$ cat config.mk
export PLATFORM = sky130hd
export DESIGN_NAME = led_matrix_driver
export DESIGN_NICKNAME = d
export VERILOG_FILES = /design/src/rtl/led_matrix_pkg.sv /design/src/rtl/led_scan_timer.sv /design/src/rtl/led_matrix_driver.sv
export SDC_FILE = /design/constraint.sdc
export NUM_CORES = 1
export LEC_CHECK = 0
export ABC_AREA = 1
export CAP_MARGIN = 30
export CORE_UTILIZATION = 44
export DETAILED_ROUTE_END_ITERATION = 16
export HOLD_SLACK_MARGIN = 0.05
export PLACE_DENSITY = 0.65
export SYNTH_ARGS = -nofsm -noshare
export SYNTH_HDL_FRONTEND = slang
export SYNTH_SLANG_ARGS = --single-unit
$ cat constraint.sdc
create_clock -name clk -period 2.2 [get_ports clk]
set_input_delay 0.66 -clock clk [delete_from_list [all_inputs] [get_ports clk]]
set_output_delay 0.66 -clock clk [all_outputs]
set_load 0.02 [all_outputs]
$ cat src/rtl/led_matrix_pkg.sv
// Shared constants for the LED matrix scan driver: register offsets, CTRL bits, geometry.
package led_matrix_pkg;
  localparam int NUM_ROWS = 8;

  localparam logic [7:0] ROW0_OFS  = 8'd0;
  localparam logic [7:0] CTRL_OFS  = 8'd8;
  localparam logic [7:0] FRAME_OFS = 8'd9;

  localparam int CTRL_SWAP_BIT = 0;
  localparam int CTRL_EN_BIT   = 1;

  function automatic logic [7:0] row_onehot(input logic [2:0] row);
    return 8'b1 << row;
  endfunction
endpackage

$ cat src/rtl/led_scan_timer.sv
// Row-slot prescaler and row counter; exposes next-cycle row/blank state so the
// parent can register its outputs aligned to the slot. No backpressure, free-running.
module led_scan_timer import led_matrix_pkg::*; #(
  parameter int ROW_CYCLES   = 2500,
  parameter int BLANK_CYCLES = 16
) (
  input  logic       i_clk,
  input  logic       i_reset,
  output logic [2:0] o_row_nxt,
  output logic       o_blank_nxt,
  output logic       o_frame_end
);
  localparam int            PW       = $clog2(ROW_CYCLES);
  localparam logic [PW-1:0] PRE_LAST = PW'(ROW_CYCLES - 1);

  logic [PW-1:0] r_pre;
  logic [2:0]    r_row;
  logic          w_pre_last;
  logic [PW-1:0] w_pre_nxt;

  assign w_pre_last  = (r_pre == PRE_LAST);
  assign w_pre_nxt   = w_pre_last ? '0 : r_pre + 1'b1;
  assign o_row_nxt   = w_pre_last ? r_row + 3'd1 : r_row;
  assign o_blank_nxt = (int'(w_pre_nxt) < BLANK_CYCLES);
  assign o_frame_end = w_pre_last && (r_row == 3'(NUM_ROWS - 1));

  always_ff @(posedge i_clk) begin
    if (i_reset) begin
      r_pre <= '0;
      r_row <= '0;
    end else begin
      r_pre <= w_pre_nxt;
      r_row <= o_row_nxt;
    end
  end
endmodule

$ cat src/rtl/led_matrix_driver.sv
// Memory-mapped 8x8 LED matrix scan driver; all outputs registered, rd_data one cycle after rd_en.
// LED_MATRIX_DOUBLE_BUFFER_EN adds a back buffer with frame-aligned swap; otherwise one shared buffer.
module led_matrix_driver import led_matrix_pkg::*; #(
  parameter int         ROW_CYCLES   = 2500,
  parameter int         BLANK_CYCLES = 16,
  parameter logic [7:0] BASE_ADDR    = 8'h10
) (
  input  logic       clk,
  input  logic       reset,
  input  logic       wr_en,
  input  logic       rd_en,
  input  logic [7:0] io_addr,
  input  logic [7:0] wr_data,
  output logic [7:0] rd_data,
  output logic [7:0] led_x,
  output logic [7:0] led_y
);
  logic [7:0] w_ofs;
  logic       w_is_row, w_is_ctrl, w_is_frame;
  logic [2:0] w_row_idx;
  logic       w_wr_row, w_wr_ctrl, w_wr_hit;
  logic [2:0] w_row_nxt;
  logic       w_blank_nxt, w_frame_end;
  logic       w_en_nxt;
  logic [7:0] w_back_rd, w_front_nxt, w_rd_mux;
  logic       w_pending;
  logic       r_en;
  logic [7:0] r_frame;

  assign w_ofs      = io_addr - BASE_ADDR;
  assign w_is_row   = (w_ofs < CTRL_OFS);
  assign w_is_ctrl  = (w_ofs == CTRL_OFS);
  assign w_is_frame = (w_ofs == FRAME_OFS);
  assign w_row_idx  = 3'(w_ofs - ROW0_OFS);
  assign w_wr_row   = wr_en & w_is_row;
  assign w_wr_ctrl  = wr_en & w_is_ctrl;
  assign w_en_nxt   = w_wr_ctrl ? wr_data[CTRL_EN_BIT] : r_en;
  // A write landing on the row about to be shown must be forwarded to the output register.
  assign w_wr_hit   = w_wr_row && (w_row_idx == w_row_nxt);

  led_scan_timer #(
    .ROW_CYCLES  (ROW_CYCLES),
    .BLANK_CYCLES(BLANK_CYCLES)
  ) u_timer (
    .i_clk      (clk),
    .i_reset    (reset),
    .o_row_nxt  (w_row_nxt),
    .o_blank_nxt(w_blank_nxt),
    .o_frame_end(w_frame_end)
  );

`ifdef LED_MATRIX_DOUBLE_BUFFER_EN
  logic [7:0] r_buf_a [NUM_ROWS];
  logic [7:0] r_buf_b [NUM_ROWS];
  logic       r_front_b;
  logic       r_pending;
  logic       w_swap, w_swap_req;
  logic [7:0] w_a_nxt, w_b_nxt;

  assign w_swap_req = w_wr_ctrl & wr_data[CTRL_SWAP_BIT];
  assign w_swap     = r_pending & w_frame_end;

  always_ff @(posedge clk) begin
    if (reset) begin
      for (int i = 0; i < NUM_ROWS; i++) begin
        r_buf_a[i] <= '0;
        r_buf_b[i] <= '0;
      end
      r_front_b <= 1'b0;
      r_pending <= 1'b0;
    end else begin
      if (w_wr_row) begin
        if (r_front_b) r_buf_a[w_row_idx] <= wr_data;
        else           r_buf_b[w_row_idx] <= wr_data;
      end
      if (w_swap) r_front_b <= ~r_front_b;
      // A request on the boundary cycle re-arms for the following boundary.
      r_pending <= (r_pending & ~w_frame_end) | w_swap_req;
    end
  end

  assign w_back_rd   = r_front_b ? r_buf_a[w_row_idx] : r_buf_b[w_row_idx];
  assign w_a_nxt     = (w_wr_hit &  r_front_b) ? wr_data : r_buf_a[w_row_nxt];
  assign w_b_nxt     = (w_wr_hit & ~r_front_b) ? wr_data : r_buf_b[w_row_nxt];
  assign w_front_nxt = (r_front_b ^ w_swap) ? w_b_nxt : w_a_nxt;
  assign w_pending   = r_pending;
`else
  logic [7:0] r_buf [NUM_ROWS];

  always_ff @(posedge clk) begin
    if (reset) begin
      for (int i = 0; i < NUM_ROWS; i++) r_buf[i] <= '0;
    end else if (w_wr_row) begin
      r_buf[w_row_idx] <= wr_data;
    end
  end

  assign w_back_rd   = r_buf[w_row_idx];
  assign w_front_nxt = w_wr_hit ? wr_data : r_buf[w_row_nxt];
  assign w_pending   = 1'b0;
`endif

  always_comb begin
    w_rd_mux = 8'h00;
    if (w_is_row) begin
      w_rd_mux = w_back_rd;
    end else if (w_is_ctrl) begin
      w_rd_mux[CTRL_EN_BIT]   = r_en;
      w_rd_mux[CTRL_SWAP_BIT] = w_pending;
    end else if (w_is_frame) begin
      w_rd_mux = r_frame;
    end
  end

  always_ff @(posedge clk) begin
    if (reset) begin
      r_en    <= 1'b0;
      r_frame <= 8'h00;
      led_x   <= 8'h00;
      led_y   <= 8'h00;
      rd_data <= 8'h00;
    end else begin
      r_en <= w_en_nxt;
      if (w_frame_end) r_frame <= r_frame + 8'd1;
      if (w_en_nxt && !w_blank_nxt) begin
        led_x <= w_front_nxt;
        led_y <= row_onehot(w_row_nxt);
      end else begin
        led_x <= 8'h00;
        led_y <= 8'h00;
      end
      rd_data <= rd_en ? w_rd_mux : 8'h00;
    end
  end
endmodule

==> impl_metrics.csv <==
group,metric,value,unit
global_route,grt-ovfl-total,0,
placement,post-place-cells,960,
setup_path,critPathMaxStageDelay,450,ps
outcome,status,"completed",
timing,rsz0062_at_grt,"true",
setup_path,required,2280,ps
floorplanning,coreArea,0.01257,mm²
setup_path,critPathKind,"input port to register",
floorplanning,dieArea,0.01333,mm²
power_and_ir_drop,p_leak,2.880,nW
synth,syn_area_per_cell,8.031,µm²
timing,period_share,96.28,%
timing,tightest_slew,361.5,ps
synth,syn_inst,705,
clock_tree,clock-root-buffer,"clkbuf_16",
synth,synth_edf_count,64,
clock_tree,hold_buffers,0,
global_route,antenna_found_initial,0,
setup_path,worst_setup_path_end_kind,"register",
floorplanning,die_h,115.4,µm
setup_path,crit_path_start_kind,"input port",
synth,synth_top_area_share,33.94,%
route,final_antenna_net_count,0,
clock_tree,cts_sinks,112,
setup_path,critPathSlowestCell,"clkdlybuf4s50_1",
cells_and_area,drive_above_1_share,16.81,%
synth,synthDistinctLibCells,41,
synth,ys_seq_area_share,50.92,%
clock_tree,cts_tree,"yes",
route,dr.pass1.iters,5,
route,dr.first_iter.drc_count,443,
cells_and_area,diodes,0,
cells_and_area,area_delta_synth_final,26.17,%
synth,yosysMostFrequentCell,"nand2_1",
synth,syn_area,0.005662,mm²
global_route,grt_util_all_layers,25.62,%
setup_path,cp-startpoint,"io_addr[4]",
worst_hold_path,holdPathStages,1,
timing,post-route-min-period,2118,ps
route,wl,16210,µm
global_route,grt_max_degree,37,
route,viasPerCell,5.203,
placement,place_area,0.006736,mm²
route,vias,5104,
route,wire_per_inst,16.52,µm
timing,finalSetupViolCount,0,
timing,finClkSkew,11.33,ps
synth,synth_ff_type,"edfxtp_1",
clock_tree,clk_pin_slew,70,ps
synth,synthArstFlopShare,0,%
timing,relSlewSlack,75.65,%
cells_and_area,instances_no_fill,981,
clock_tree,numCtsBuffers,9,
setup_path,arrival,2200,ps
synth,yosys-top-cells-count,"nand2_1 (154), nor2_1 (126), edfxtp_1 (64), inv_1 (55), nand3_1 (54)",
synth,synth.area.top_cells,"edfxtp_1 (34%), dfxtp_1 (17%), nand2_1 (10%)",
power_and_ir_drop,max-vdd-ir-drop,550.9,µV
floorplanning,floorplan.initialDensity,45.05,%
synth,synthesis.nets,729,
job,drv_cap,0,
global_route,grt_pass1_vias,4784,
floorplanning,io_pins,44,
clock_tree,cts_max_level,3,
clock_tree,clockBufferDepth,2,
placement,hpwlAfterDp,12080,µm
cells_and_area,post-route-util,56.83,%
synth,yosysWarnings,0,
setup_path,ff2ff_path_depth,12,
floorplanning,die_w,115.4,µm
global_route,grt_pass1_wl,24920,µm
power_and_ir_drop,p_per_area,596.2,mW/mm²
timing,tns,0,ps
cells_and_area,final_area,0.007143,mm²
synth,synth-seq-cells,112,
floorplanning,placement_rows,41,
clock_tree,insertion_delay,360,ps
placement,port-buffer-count,43,
placement,gp_congestion,0.9425,
timing,final_max_slew_viol_count,0,
worst_hold_path,min-delay-start,"r_frame[7]",
setup_path,worstPathMaxFanout,4,
setup_path,path_cells,"clkdlybuf4s50_1 > inv_1 > nor2_1 > nand2_1 > nor2_1 > inv_1 > nor2_2 > inv_1 > nor2_1 > buf_4 > nand2_1 > nand2_2 > buf_4",
worst_hold_path,hold_class,"register to register",
synth,yosysTopAreaCell,"edfxtp_1",
cells_and_area,nNetsFinal,828,
timing,hold_viol,0,
timing,fmax,0.4721,GHz
setup_path,r2r_start,"u_timer.r_pre[1]",
route,drc,0,
cells in the final DEF, fill, tap and decap left out, types with 2 or more instances in the layout:
cell type	Yosys	final
a211oi_1	2	2
a21oi_1	42	42
buf_12	0	8
buf_4	2	60
clkbuf_16	0	9
clkdlybuf4s50_1	0	42
clkinv_1	9	10
clkinv_4	0	3
dfxtp_1	48	46
dfxtp_2	0	2
edfxtp_1	64	64
ha_1	4	3
inv_1	55	55
inv_2	5	5
inv_6	0	2
nand2_1	154	139
nand2_2	5	17
nand2_4	1	4
nand3_1	54	54
nand3_4	2	2
nand4_1	9	9
nor2_1	126	123
nor2_2	4	7
nor2_8	2	2
nor3_1	4	4
nor3_2	3	3
o2111ai_1	4	4
o21ai_0	45	45
o21ai_1	20	19
o21ai_2	2	3
or2_2	2	2
xor2_1	3	3
metrics by stage:
stage	hold slack, ps	power, mW	worst slack, ps
floorplan	422.8	2.516	93.39
global placement	447.4	2.738	-326.1
detailed placement	452.9	2.743	-394.9
CTS	464.8	4.260	34.38
global route	505.9	4.397	-64.34
finish	467.2	4.259	81.82
state kept, by name, summed over array words and instances (netlist names):
register       flops
r_en               1
r_buf             64
r_frame            8
rd_data            8
u_timer.r_pre     12
u_timer.r_row      3
led_x              8
led_y              8
cells by family (layout without fill, tap and decap cells):
| kind of cell | after synthesis | in the layout | share of synthesized area (%) |
|---|---|---|---|
| AOI/OAI and AO/OA | 121 | 122 | 11.67 |
| DFF | 112 | 112 | 50.92 |
| and+or+nand+nor | 372 | 372 | 28.82 |
| adders and majority gates | 4 | 4 | 0.8840 |
| buffers and inverters | 93 | 196 | 7.248 |
| xor gates and xnor gates | 3 | 3 | 0.4642 |
repair_timing:
action                                  CTS  global route
cloned                                    0             1
setup buffers                             0             4
endpoints found under the hold margin     0             0
resized for setup                         5            23
endpoints found under the setup margin   25            95
pin swaps                                 0             2
report_power, final:
part | leakage, nW | switching, mW | internal [mW]
Clock | 0.134 | 0.769 | 0.779
Combinational | 1.75 | 0.233 | 0.160
Sequential | 0.995 | 0.0436 | 2.27
Total | 2.88 | 1.05 | 3.21
path summary, 6_finish.rpt:
kind / endpoint / slack, ps
setup / recovery: r_buf[5][2] / 80
hold / removal: r_frame[7] / 470
setup reg to reg: led_x[5] / 160
hold reg to reg: r_frame[7] / 470
routing by layer:
layer  wire length [µm]  global-route usage, %  up-vias
li1                   -                      -     2532
met1               7284                  34.22     2384
met2               7584                  40.96      156
met3                908                  4.550       32
met4                430                  11.08        0
met5                  0                      0        -
final cells by class:
cell class	count	area (µm²)
Fill cell	1165	5425
Clock inverter	7	55.05
Inverter	69	259.0
Multi-Input combinational cell	501	2460
Sequential cell	112	2885
Timing Repair Buffer	111	1044
Clock buffer	9	225.2
Tap cell	172	215.2
critical path: cells and delay by family:
family,cells,cell delay (ps)
buffers and inverters,6,920
AND/OR/NAND/NOR,7,610
(Power assumes the default switching activity.)
